$ cat config.mk
export PLATFORM = sky130hd
export DESIGN_NAME = spi_slave
export DESIGN_NICKNAME = d
export VERILOG_FILES = /design/src/rtl/spi_pkg.sv /design/src/rtl/spi_sync_edge.sv /design/src/rtl/spi_slave.sv
export SDC_FILE = /design/constraint.sdc
export NUM_CORES = 1
export LEC_CHECK = 0
export ABC_CLOCK_PERIOD_IN_PS = 4550
export BUFFER_PORTS_ARGS = -buffer_cell sky130_fd_sc_hd__buf_2
export CAP_MARGIN = 5
export CORE_UTILIZATION = 64
export CTS_BUF_LIST = sky130_fd_sc_hd__clkbuf_8
export CTS_CLUSTER_SIZE = 16
export DETAILED_ROUTE_END_ITERATION = 12
export HOLD_SLACK_MARGIN = 0.08
export PLACE_DENSITY_LB_ADDON = 0.3
export SLEW_MARGIN = 20
export SYNTH_ARGS = -nofsm -noshare
export SYNTH_HDL_FRONTEND = slang
export SYNTH_HIERARCHICAL = 1
export SYNTH_SLANG_ARGS = --single-unit
$ cat constraint.sdc
create_clock -name clk50M -period 4.55 [get_ports clk50M]
set_input_delay 0.455 -clock clk50M [delete_from_list [all_inputs] [get_ports clk50M]]
set_output_delay 0.455 -clock clk50M [all_outputs]
set_load 0.005 [all_outputs]
$ cat src/rtl/spi_pkg.sv
// Shared constants for the SPI slave: default frame length, FSM encoding and
// the levels the synchronizers settle to while the bus is idle.
package spi_pkg;

  localparam int SPI_FRAME_BITS = 40;

  typedef enum logic [1:0] {
    ST_IDLE  = 2'd0,
    ST_SHIFT = 2'd1,
    ST_DONE  = 2'd2
  } spi_state_e;

  localparam logic CS_IDLE   = 1'b1;
  localparam logic SCK_IDLE  = 1'b0;
  localparam logic MOSI_IDLE = 1'b0;

endpackage

$ cat src/rtl/spi_sync_edge.sv
// Multi-flop synchronizer for one asynchronous input plus a history flop that
// yields single-cycle rise/fall pulses on the synchronized value.
module spi_sync_edge #(
  parameter int   STAGES   = 2,
  parameter logic IDLE_VAL = 1'b0
) (
  input  logic clk50M,
  input  logic rst,
  input  logic din,
  output logic sync,
  output logic rise,
  output logic fall
);

  logic [STAGES-1:0] sync_q, sync_d;
  logic              hist_q, hist_d;
  logic [STAGES:0]   vld_q, vld_d;

  always_comb begin
    sync_d    = '0;
    sync_d[0] = din;
    for (int i = 1; i < STAGES; i++) begin
      sync_d[i] = sync_q[i-1];
    end
    hist_d = sync_q[STAGES-1];
    vld_d  = {vld_q[STAGES-1:0], 1'b1};
  end

  always_ff @(posedge clk50M) begin
    if (rst) begin
      sync_q <= {STAGES{IDLE_VAL}};
      hist_q <= IDLE_VAL;
      vld_q  <= '0;
    end else begin
      sync_q <= sync_d;
      hist_q <= hist_d;
      vld_q  <= vld_d;
    end
  end

  // Edges stay masked until the reset idle level has flushed out of the chain,
  // so an input already at its active level after reset never looks like an edge.
  assign sync = sync_q[STAGES-1];
  assign rise = vld_q[STAGES] &  sync & ~hist_q;
  assign fall = vld_q[STAGES] & ~sync &  hist_q;

endmodule

$ cat src/rtl/spi_slave.sv
// SPI mode-0 slave, fully oversampled in the clk50M domain: full-duplex,
// MSB-first, fixed WIDTH-bit frames with abort and overrun reporting.
module spi_slave
  import spi_pkg::*;
#(
  parameter int WIDTH       = SPI_FRAME_BITS,
  parameter int SYNC_STAGES = 2
) (
  input  logic             clk50M,
  input  logic             rst,
  input  logic             cs,
  input  logic             sck,
  input  logic             mosi,
  output logic             miso,
  input  logic [WIDTH-1:0] tx_data,
  output logic [WIDTH-1:0] rx_data,
  output logic             rx_valid,
  output logic             busy,
  output logic             frame_err
);

  localparam int CW = $clog2(WIDTH + 1);

  logic cs_sync, cs_rise, cs_fall;
  logic sck_sync, sck_rise, sck_fall;
  logic mosi_sync;

  spi_sync_edge #(.STAGES(SYNC_STAGES), .IDLE_VAL(CS_IDLE)) u_cs_sync (
    .clk50M (clk50M),
    .rst    (rst),
    .din    (cs),
    .sync   (cs_sync),
    .rise   (cs_rise),
    .fall   (cs_fall)
  );

  spi_sync_edge #(.STAGES(SYNC_STAGES), .IDLE_VAL(SCK_IDLE)) u_sck_sync (
    .clk50M (clk50M),
    .rst    (rst),
    .din    (sck),
    .sync   (sck_sync),
    .rise   (sck_rise),
    .fall   (sck_fall)
  );

  logic [SYNC_STAGES-1:0] mosi_q, mosi_d;
  logic                   mosi_hist_q, mosi_hist_d;

  always_comb begin
    mosi_d    = '0;
    mosi_d[0] = mosi;
    for (int i = 1; i < SYNC_STAGES; i++) begin
      mosi_d[i] = mosi_q[i-1];
    end
    mosi_hist_d = mosi_q[SYNC_STAGES-1];
  end

  // mosi shares the depth of the sck chain so data and clock stay aligned;
  // its history flop only keeps the three inputs structurally identical.
  assign mosi_sync = mosi_q[SYNC_STAGES-1];

  spi_state_e       state_q, state_d;
  logic [WIDTH-1:0] tx_sr_q, tx_sr_d;
  logic [WIDTH-1:0] rx_sr_q, rx_sr_d;
  logic [WIDTH-1:0] rx_data_q, rx_data_d;
  logic [CW-1:0]    cnt_q, cnt_d;
  logic             rx_valid_q, rx_valid_d;
  logic             busy_q, busy_d;
  logic             frame_err_q, frame_err_d;
  logic             overrun_q, overrun_d;
  logic             miso_q, miso_d;

  logic [WIDTH-1:0] rx_shift;
  logic [CW-1:0]    cnt_inc;

  assign rx_shift = {rx_sr_q[WIDTH-2:0], mosi_sync};
  assign cnt_inc  = cnt_q + CW'(1);

  always_comb begin
    state_d     = state_q;
    tx_sr_d     = tx_sr_q;
    rx_sr_d     = rx_sr_q;
    rx_data_d   = rx_data_q;
    cnt_d       = cnt_q;
    rx_valid_d  = 1'b0;
    busy_d      = busy_q;
    frame_err_d = 1'b0;
    overrun_d   = overrun_q;
    miso_d      = miso_q;

    unique case (state_q)
      ST_IDLE: begin
        miso_d = 1'b0;
        // Frame start wins over any sck edge seen in the same cycle.
        if (cs_fall) begin
          state_d = ST_SHIFT;
          tx_sr_d = tx_data;
          rx_sr_d = '0;
          cnt_d   = '0;
          busy_d  = 1'b1;
          miso_d  = tx_data[WIDTH-1];
        end
      end

      ST_SHIFT: begin
        if (cs_rise) begin
          state_d     = ST_IDLE;
          busy_d      = 1'b0;
          frame_err_d = 1'b1;
          miso_d      = 1'b0;
        end else if (sck_rise) begin
          rx_sr_d = rx_shift;
          cnt_d   = cnt_inc;
          if (cnt_inc == CW'(WIDTH)) begin
            state_d    = ST_DONE;
            rx_data_d  = rx_shift;
            rx_valid_d = 1'b1;
            miso_d     = 1'b0;
          end
        end else if (sck_fall) begin
          tx_sr_d = {tx_sr_q[WIDTH-2:0], 1'b0};
          miso_d  = tx_sr_q[WIDTH-2];
        end
      end

      ST_DONE: begin
        miso_d = 1'b0;
        if (cs_rise) begin
          state_d     = ST_IDLE;
          busy_d      = 1'b0;
          frame_err_d = overrun_q;
          overrun_d   = 1'b0;
        end else if (sck_rise) begin
          overrun_d = 1'b1;
        end
      end

      default: begin
        state_d = ST_IDLE;
        busy_d  = 1'b0;
        miso_d  = 1'b0;
      end
    endcase
  end

  always_ff @(posedge clk50M) begin
    if (rst) begin
      state_q     <= ST_IDLE;
      tx_sr_q     <= '0;
      rx_sr_q     <= '0;
      rx_data_q   <= '0;
      cnt_q       <= '0;
      rx_valid_q  <= 1'b0;
      busy_q      <= 1'b0;
      frame_err_q <= 1'b0;
      overrun_q   <= 1'b0;
      miso_q      <= 1'b0;
      mosi_q      <= {SYNC_STAGES{MOSI_IDLE}};
      mosi_hist_q <= MOSI_IDLE;
    end else begin
      state_q     <= state_d;
      tx_sr_q     <= tx_sr_d;
      rx_sr_q     <= rx_sr_d;
      rx_data_q   <= rx_data_d;
      cnt_q       <= cnt_d;
      rx_valid_q  <= rx_valid_d;
      busy_q      <= busy_d;
      frame_err_q <= frame_err_d;
      overrun_q   <= overrun_d;
      miso_q      <= miso_d;
      mosi_q      <= mosi_d;
      mosi_hist_q <= mosi_hist_d;
    end
  end

  assign miso      = miso_q & ~cs_sync;
  assign rx_data   = rx_data_q;
  assign rx_valid  = rx_valid_q;
  assign busy      = busy_q;
  assign frame_err = frame_err_q;

  logic unused_ok;
  assign unused_ok = &{1'b0, sck_sync, mosi_hist_q};

endmodule

Word level (Yosys, flattened, before mapping)
Cells that the tools add are included.

Flip-flop bits (word level): 145. Input port bits: 45. Output and inout bits: 44.

Add/subtract/negate cells: 1. Eq/ne operators: 14. Mux-type cells: 36. Bitwise logic cells: 16. Reduce and logical (&&, ||, !) cells: 12.

Operator list (number): two-way mux 39 bit (7); one-hot mux 39 bit (2 select lines) (2); two-way mux 6 bit (3); two-way mux 1 bit (14); != test 2 bit, second input constant (6); one-hot mux 6 bit (2 select lines) (1); AND reduction 4 bit (3); two-way mux 2 bit (5); bitwise AND 1 bit (9); != test 4 bit, second input constant (2); NOT 1 bit (7); adder 6 x 1 -> 6 bit, second input constant (1); == test 6 bit, second input constant (1); != test 3 bit, second input constant (2); one-hot mux 1 bit (2 select lines) (3); one-hot mux 2 bit (3 select lines) (1); AND reduction 2 bit (3); AND reduction 5 bit (1); nonzero test 2 bit (2); OR reduction 4 bit (1); == test 2 x 1 -> 1 bit, second input constant (1); == test 2 bit, second input constant (1); logical NOT 2 bit (1); != test 2 x 1 -> 1 bit, second input constant (1); OR reduction 2 bit (1).

Depth between registers and ports, before layout
Gate-level depths: netlist of run 1.

Word-level depth: 7. Mapped depth: 8.

Cells and area by module
Netlist of run 1, hierarchy kept.

Modules (own cells, without submodules): spi_slave (times used 1, cells each 615, area an instance 6029.5 µm², seq. area each 2662.6 µm²); spi_sync_edge (times used 2, cells each 14, area an instance 172.7 µm², seq. area each 120.1 µm²).

Least setup slack after synthesis of run 1
No wires, ideal clock.

Kind: reg2reg. From: reg state_q[0]. To: reg rx_sr_q[18]. Library setup time: 71 ps. Arrival: 1674 ps. Setup slack: 2805 ps. Stages on the path, launching flop included: 8. Clock period less this slack: 1745 ps. Cell sequence: dfxtp_1 -> inv_1 -> ha_1 -> and2b_1 -> o31ai_4 -> buf_6 -> nand3_2 -> a21oi_2.

Cells in the longest elaborated chain, start to end: 3. Elaborated cells on any way between the ends: 8.

RTL lines: start, declared (RTL line spi_slave.sv:62) `spi_state_e state_q, state_d;`; start signal, assigned (RTL line spi_slave.sv:161) `state_q <= state_d;`; == test 2 x 1 -> 1 bit or logical NOT 2 bit (tied branches) (RTL line spi_slave.sv:91) `unique case (state_q)`; != test 2 bit (no line) or nonzero test 2 bit (tied branches); AND reduction 4 bit (no line); end signal, assigned (RTL line spi_slave.sv:163) `rx_sr_q <= rx_sr_d;`; end, declared (RTL line spi_slave.sv:64) `logic [WIDTH-1:0] rx_sr_q, rx_sr_d;`.

Several ways; a longest one is shown, not always the timed one. A chain may end at the register's enable or synchronous reset.

Final worst setup path of run 1
From: reg state_q[1]. To: reg tx_sr_q[30].

Cells in the longest elaborated chain, start to end: 3. Elaborated cells on any way between the ends: 9.

RTL lines: == test 2 x 1 -> 1 bit or logical NOT 2 bit (tied branches) (RTL line spi_slave.sv:91); != test 2 bit (no line) or nonzero test 2 bit (tied branches); AND reduction 5 bit (no line); end signal, assigned (RTL line spi_slave.sv:162) `tx_sr_q <= tx_sr_d;`; end, declared (RTL line spi_slave.sv:63) `logic [WIDTH-1:0] tx_sr_q, tx_sr_d;`.

Several ways; a longest one is shown, not always the timed one.

==> results of run 1 <==
[stage by stage]
stage / instance area (um^2) / total power (uW) / hold WS (ps) / setup slack (ps) / util
after floorplan: 6370 / 1900 / 383 / 2800 / -
after global placement: 6770 / 1950 / 395 / 1760 / 0.695
after detailed placement: 6770 / 1980 / 412 / 1600 / 0.696
after CTS: 7150 / 2950 / 165 / 1540 / 0.735
after global routing: 7150 / 3070 / 172 / 1300 / 0.735
final: 7150 / 2920 / 187 / 1560 / 0.735
[worst min-delay path by stage]
stage | startpoint | endpoint | cells after the start
finish | cs | u_cs_sync/sync_q[0] | 2
global route | cs | u_cs_sync/sync_q[0] | 2
CTS | cs | u_cs_sync/sync_q[0] | 2
detailed placement | u_cs_sync/sync_q[0] | u_cs_sync/sync_q[1] | 1
global placement | u_cs_sync/sync_q[0] | u_cs_sync/sync_q[1] | 1
floorplan | u_cs_sync/sync_q[0] | u_cs_sync/sync_q[1] | 1
[worst register-to-register path, cell delays in order (launching register included)]
cell and delay, ps:
dfxtp_1 320, inv_1 120, ha_4 610, nand4bb_1 270, a21oi_4 780, buf_4 470, nor2_1 90, a211oi_1 240
[sequential cells by signal (all words and copies together), names as in the netlist, 2 cells and up]
signal,flops
u_sck_sync/vld_q,3
u_cs_sync/vld_q,3
u_cs_sync/sync_q,2
rx_sr_q,39
rx_data,40
state_q,2
cnt_q,6
mosi_q,2
tx_sr_q,39
u_sck_sync/sync_q,2
[cell type report]
class,count,area (um^2)
Tap cell,133,166
Timing Repair Buffer,93,480
Inverter,6,22.5
Fill cell,712,2580
Multi-Input combinational cell,443,3200
Clock buffer,19,262
Clock inverter,12,119
Sequential cell,145,2900
[layer usage]
layer | GRT usage | up-vias | routed length (um)
met3 | 0.0676 | 17 | 558
met4 | 0.0948 | 0 | 216
met1 | 0.279 | 2135 | 5220
li1 | - | 2356 | -
met2 | 0.383 | 109 | 5520
met5 | 0 | - | 0
[logic make-up after synthesis]
family	after synthesis
adders and majority gates	4
buffers and inverters	55
DFF	145
and+or+nand+nor	254
AOI/OAI and AO/OA	104
muxes	81
[report_power, final]
group,switching (uW),total (uW),internal (uW)
Combinational,310,524,213
Clock,460,965,505
Sequential,57.1,1430,1380
[placed cells by master, fill, tap and decap left out, types with 2 or more instances in the layout]
cell,instances
a211oi_1,40
a21oi_1,20
a21oi_2,30
a221oi_1,2
and2b_1,2
and3_1,2
and3b_1,5
buf_2,87
buf_4,6
bufinv_16,2
clkbuf_8,19
clkinv_2,4
clkinvlp_4,3
dfxtp_1,145
ha_1,3
inv_1,7
mux2i_1,80
nand2_1,45
nand2b_1,85
nand3_1,14
nand3_2,31
nand3b_1,2
nor2_1,41
nor2b_1,13
nor3_1,2
o21ai_1,2
or2_1,3
==> key figures, run 1 <==
Route
  • Via/cell ratio: 5.43
  • Antenna Nets Post-Route: 0
  • DRT iter0 DRCs: between 200 and 250
  • Final wirelength: 11.5 mm
  • Avg WL per Cell: 13.5 um
  • # DRC: 0
  • Vias: 4,617
  • 1st-pass router iterations: 5

Clock tree
  • Longest Clk Path Bufs: 2
  • Number of gates resized after CTS: 0
  • Clk pin slew, worst setup/hold paths: 80 ps
  • Clk sinks: 145
  • Post-CTS Hold Buffers: 0
  • Clk_lat worst skew: 440 ps
  • H-tree Lvls: 4
  • CTS Buf Count: 17
  • CTS tree: done
  • Post-CTS setup buffers: 0
  • Root Driver: clkbuf_8

STA
  • RSZ-0062 raised after global routing: false
  • Skew final: 8.20 ps
  • Setup_tns: 0 ps
  • Min Clock Period, post-route: 2990 ps
  • Setup Viol. Count Final: 0
  • Fmax: 334 MHz
  • Pins Over Slew Limit: 0
  • Rel. slew slack: 0.295
  • Fin. Hold Viols: 0
  • Final period utilization: 0.658
  • Slew at the pin closest to its max-slew limit: 1060 ps

Global routing
  • Global route overflow: 0
  • Gr usage total: 0.230
  • Number of global-route vias before repair: 4,239
  • First-pass GRT wire length: roughly 19 mm
  • Largest net degree at the start of global routing: about 110
  • Initial antenna violation count: 0

Setup path
  • Crit. Startpoint: state_q[1]
  • Crit path max fanout: between 40 and 50
  • Crit path cell chain: inv_1 > ha_4 > nand4bb_1 > a21oi_4 > buf_4 > nor2_1 > a211oi_1
  • Worst flop-to-flop path startpoint: state_q[1]
  • Critical path depth in cells: 7
  • Worst Path Buf+Inv: 2
  • Critical Path Sink: tx_sr_q[30]
  • WP data required: a little under 5000 ps
  • Arrival time worst endpoint: 3340 ps
  • Critical Path End Type: register
  • Max stage delay cell, worst path: a21oi_4
  • Worst reg2reg path endpoint: tx_sr_q[30]
  • Slowest Stage Delay on Critical Path: 780 ps
  • Delay-heaviest family, CP: compound AO/OA/AOI/OAI gates
  • Worst R2R Path Depth: 7
  • Type of the worst setup path: reg2reg
  • Worst setup SP type: register
  • Flop2flop setup slack: 1560 ps

Yosys
  • Async S/R FF share, synth: 0
  • Main combinational cell family by area after synthesis: simple AND/OR/NAND/NOR gates
  • Synth area leaders: dfxtp_1, mux2i_1, nand2b_1
  • #FFs+latches synth: 145
  • Area of the mapped netlist: ~0.0064 mm^2
  • Synthesized instance count: between 600 and 700
  • Post-synth EDFFs: 0
  • Largest area contributor in the netlist: dfxtp_1
  • Post-Synth Simple-Gate Area: 0.237
  • Most numerous cell in the Yosys netlist: dfxtp_1
  • Mapped Nets: 692
  • Most instantiated cells after synthesis: dfxtp_1, nand2b_1, mux2i_1
  • Most common flop cell mapped by yosys: dfxtp_1
  • Fraction of synthesized area in multiplexers: 0.127
  • Unique cell type count in the Yosys netlist: 45
  • Top cell type's share of synthesized area: 0.455
  • Mean Syn Cell Area: ~9.9 um^2
  • Post-synthesis adder-cell area fraction: 0.00785
  • Post-synthesis compound-gate area fraction: 0.124
  • Register area share after synthesis: 0.455
  • Synth Area in XOR/XNOR: 0
  • Yosys warnings: 6

Cells and area
  • Layout cells sized above 1: 0.269
  • Nets: roughly 760
  • ANT cells: 0
  • Post-Layout Cell Count: 851
  • Synth-to-layout area growth: 12.2%

Power and ir drop
  • Peak VDD IR: roughly 260 uV
  • Power Dens Cells: 409 mW/mm^2
  • Pleak: roughly 0.0024 uW

Run status
  • Run status: completed

Placed design
  • DP Cell Count: 820
  • IO Port Bufs: 88
  • Detail Placement HPWL: 7.42 mm
  • GPL Wtd Cong: just under 0.8

Floorplanning
  • Initial core utilization: 0.655
  • Die area: 0.0104 mm^2
  • Width of the die: 102 um
  • Die height: 102 um
  • IO Count: approximately 90
  • Core ar.: slightly below 0.01 mm^2
  • Rows: 36

Worst hold path
  • HP Class: in2reg

Flow run
  • Max Cap Viol: 0
No activity file was read; power rests on OpenSTA's default activity.
==> run 2, diff against run 1 <==
- ABC_AREA: not set -> 1
- ABC_CLOCK_PERIOD_IN_PS: 4550 -> 2450
- CORE_UTILIZATION: 64 -> 53
- clock period: 4.55 -> 2.45 ns (I/O delays scaled with it)
==> run 2 against run 1 <==
Net effect:
- setup slack worse by 1100 ps
- via count is 12% higher
- global-route usage grew 1.2 points
- register-to-register slack worse by 1100 ps
- clock skew about the same
- synthesized cell count rose by 13%
- sequential power up 77%
- largest cell class is now registers
- sequential share of layout area rose by 1.5 points
==> key figures, run 2 <==
Cells and area
  • Post-Layout Cell Count: 979
  • Layout filler cell count: 881
  • Largest register FFs: 40
  • Most common cell after layout, fill and taps aside: nand2_1
  • Commonest non-fill, non-tap cells in the layout: nand2_1, dfxtp_1, buf_2
  • Synth-to-layout area growth: 23.0%
  • Nets: 879
  • Layout cells sized above 1: 0.189
  • ANT cells: 0

Yosys
  • Main combinational cell family by area after synthesis: simple AND/OR/NAND/NOR gates
  • Fraction of synthesized area in multiplexers: 0
  • Async S/R FF share, synth: 0
  • Area of the mapped netlist: 0.00560 mm^2
  • Most instantiated cells after synthesis: nand2_1, dfxtp_1, a21oi_1
  • Mapped Nets: 773
  • Unique cell type count in the Yosys netlist: 28
  • Most common flop cell mapped by yosys: dfxtp_1
  • #FFs+latches synth: between 100 and 150
  • Largest area contributor in the netlist: dfxtp_1
  • Post-synth EDFFs: 0
  • Most numerous cell in the Yosys netlist: nand2_1
  • Post-synthesis compound-gate area fraction: 0.201
  • Top cell type's share of synthesized area: 0.518
  • Mean Syn Cell Area: 7.74 um^2
  • Synth area leaders: dfxtp_1, nand2_1, a21oi_1
  • Yosys warnings: 6
  • Post-synthesis adder-cell area fraction: 0.00893
  • Synthesized instance count: slightly above 700
  • Post-Synth Simple-Gate Area: 0.207
  • Register area share after synthesis: 0.518
  • Synth Area in XOR/XNOR: 0

Floorplanning
  • Initial core utilization: 0.545
  • Die height: 105 um
  • Rows: 37
  • Width of the die: 105 um
  • Die area: 0.0110 mm^2
  • IO Count: 89
  • Core ar.: 0.0103 mm^2

Power and ir drop
  • Pleak: 0.00287 uW
  • Total power: roughly 5000 uW
  • Power Dens Cells: 720 mW/mm^2
  • Peak VDD IR: 469 uV

Placed design
  • GPL Wtd Cong: 0.837
  • IO Port Bufs: 88
  • DP Cell Count: about 900
  • Pre-CTS setup slack: 441 ps
  • Detail Placement HPWL: around 7.4 mm

STA
  • Worst hold slack: 283 ps
  • Skew final: 8.40 ps
  • Rel. slew slack: 0.496
  • Final worst slack: a little over 400 ps
  • Setup_tns: 0 ps
  • Pins Over Slew Limit: 0
  • RSZ-0062 raised after global routing: false
  • Min Clock Period, post-route: around 2000 ps
  • Fmax: 490 MHz
  • Final period utilization: 0.833
  • Slew at the pin closest to its max-slew limit: 757 ps
  • Setup Viol. Count Final: 0
  • Fin. Hold Viols: 0

Global routing
  • First-pass GRT wire length: 21.5 mm
  • Global route overflow: 0
  • Initial antenna violation count: 0
  • Largest net degree at the start of global routing: 79
  • Number of global-route vias before repair: between 4k and 5k
  • Gr usage total: 0.243

Clock tree
  • CTS tree: done
  • Root Driver: clkbuf_8
  • H-tree Lvls: 4
  • Longest Clk Path Bufs: 2
  • Clk pin slew, worst setup/hold paths: 70 ps
  • Clk_lat worst skew: 450 ps
  • CTS Buf Count: 17
  • Number of gates resized after CTS: 0
  • Clk sinks: 145

Route
  • # DRC: 0
  • Antenna Nets Post-Route: 0
  • Final wirelength: 12.8 mm
  • DRT iter0 DRCs: 371
  • 1st-pass router iterations: 8
  • Vias: between 5k and 6k
  • Via/cell ratio: 5.30
  • Avg WL per Cell: about 13 um

Setup path
  • Crit. Startpoint: cnt_q[0]
  • Worst R2R Path Depth: 9
  • Type of the worst setup path: reg2reg
  • Crit path max fanout: 40
  • Critical Path End Type: register
  • Worst flop-to-flop path startpoint: cnt_q[0]
  • Arrival time worst endpoint: about 2400 ps
  • WP data required: 2820 ps
  • Worst reg2reg path endpoint: rx_data[18]
  • Flop2flop setup slack: 410 ps
  • Worst setup SP type: register
  • Critical Path Sink: rx_data[18]

Worst hold path
  • HP Class: in2reg

Flow run
  • Max Cap Viol: 0

Run status
  • Run status: completed
-- run 2: changes by cell type in the layout (fill, tap and decap cells not counted), sizes merged, moves of 33 or more --
| cell | before | now |
|---|---|---|
| nand2b | 86 | 0 |
| o21ai | 2 | 76 |
| a31oi | 2 | 39 |
| a211oi | 41 | 2 |
| a21oi | 51 | 88 |
| nand3 | 45 | 12 |
| nand2 | 45 | 206 |
| dlygate4sd3 | 0 | 42 |
| mux2i | 80 | 0 |
-- run 2: kinds of logic (layout without fill, tap and decap cells) --
| logic type | after synthesis | count (layout) |
|---|---|---|
| fa+ha+maj | 4 | 4 |
| flops | 145 | 145 |
| compound gates | 206 | 206 |
| simple gates | 287 | 287 |
| buf+inv | 82 | 201 |
-- run 2: final cells by class --
class	count	area (um^2)	area share
clock buffers	19	262	0.0380
multi-input cells	497	2340	0.340
clock inverters	13	160	0.0233
well taps	136	170	0.0247
flip-flops and latches	145	2900	0.421
repair buffers	138	933	0.136
inverters	31	118	0.0171
-- run 2: report_power, final --
group | switching, uW | internal, uW | total (uW)
Clock | 898 | 1060 | 1960
Sequential | 56.7 | 2470 | 2530
Combinational | 293 | 185 | 478
Total | 1250 | 3710 | 4960
-- run 2: what timing repair did --
action / 4_1_cts / 5_1_grt
hold buffers: 42 / 0
endpoints found under the hold margin: 42 / 0
setup buffers: 0 / 0
-- run 2: stage by stage --
stage | cell area, um^2 | utilization
after detailed placement | 6050 | 0.588
after global routing | 6890 | 0.670
final | 6890 | 0.670
after floorplan | 5600 | -
after CTS | 6890 | 0.670
after global placement | 6050 | 0.588
-- run 2: routing by layer --
metal  part of all wire  global-route usage
met1               0.46               0.295
met2               0.47               0.399
met3              0.047              0.0680
met4              0.022               0.109
met5                  0                   0
-- run 2: worst min path at each step --
stage / cells past startpoint / from / slack [ps] / endpoint
after floorplan: 1 / rst / 300 / u_cs_sync/vld_q[0]
after global placement: 1 / u_cs_sync/sync_q[0] / 380 / u_cs_sync/sync_q[1]
after detailed placement: 2 / u_cs_sync/vld_q[1] / 400 / u_cs_sync/vld_q[2]
after CTS: 4 / rst / 260 / tx_sr_q[4]
after global routing: 7 / tx_data[39] / 320 / miso_q
final: 4 / rst / 280 / tx_sr_q[4]
-- run 2: critical path: stages (launching register included) --
cell      delay, ps
dfxtp_1         440
ha_1            240
nand2_1          90
nor2_1          110
nand3_1         100
nor2_2          150
nand3_4          80
clkinv_2        430
nand2_1         100
a21oi_1         200
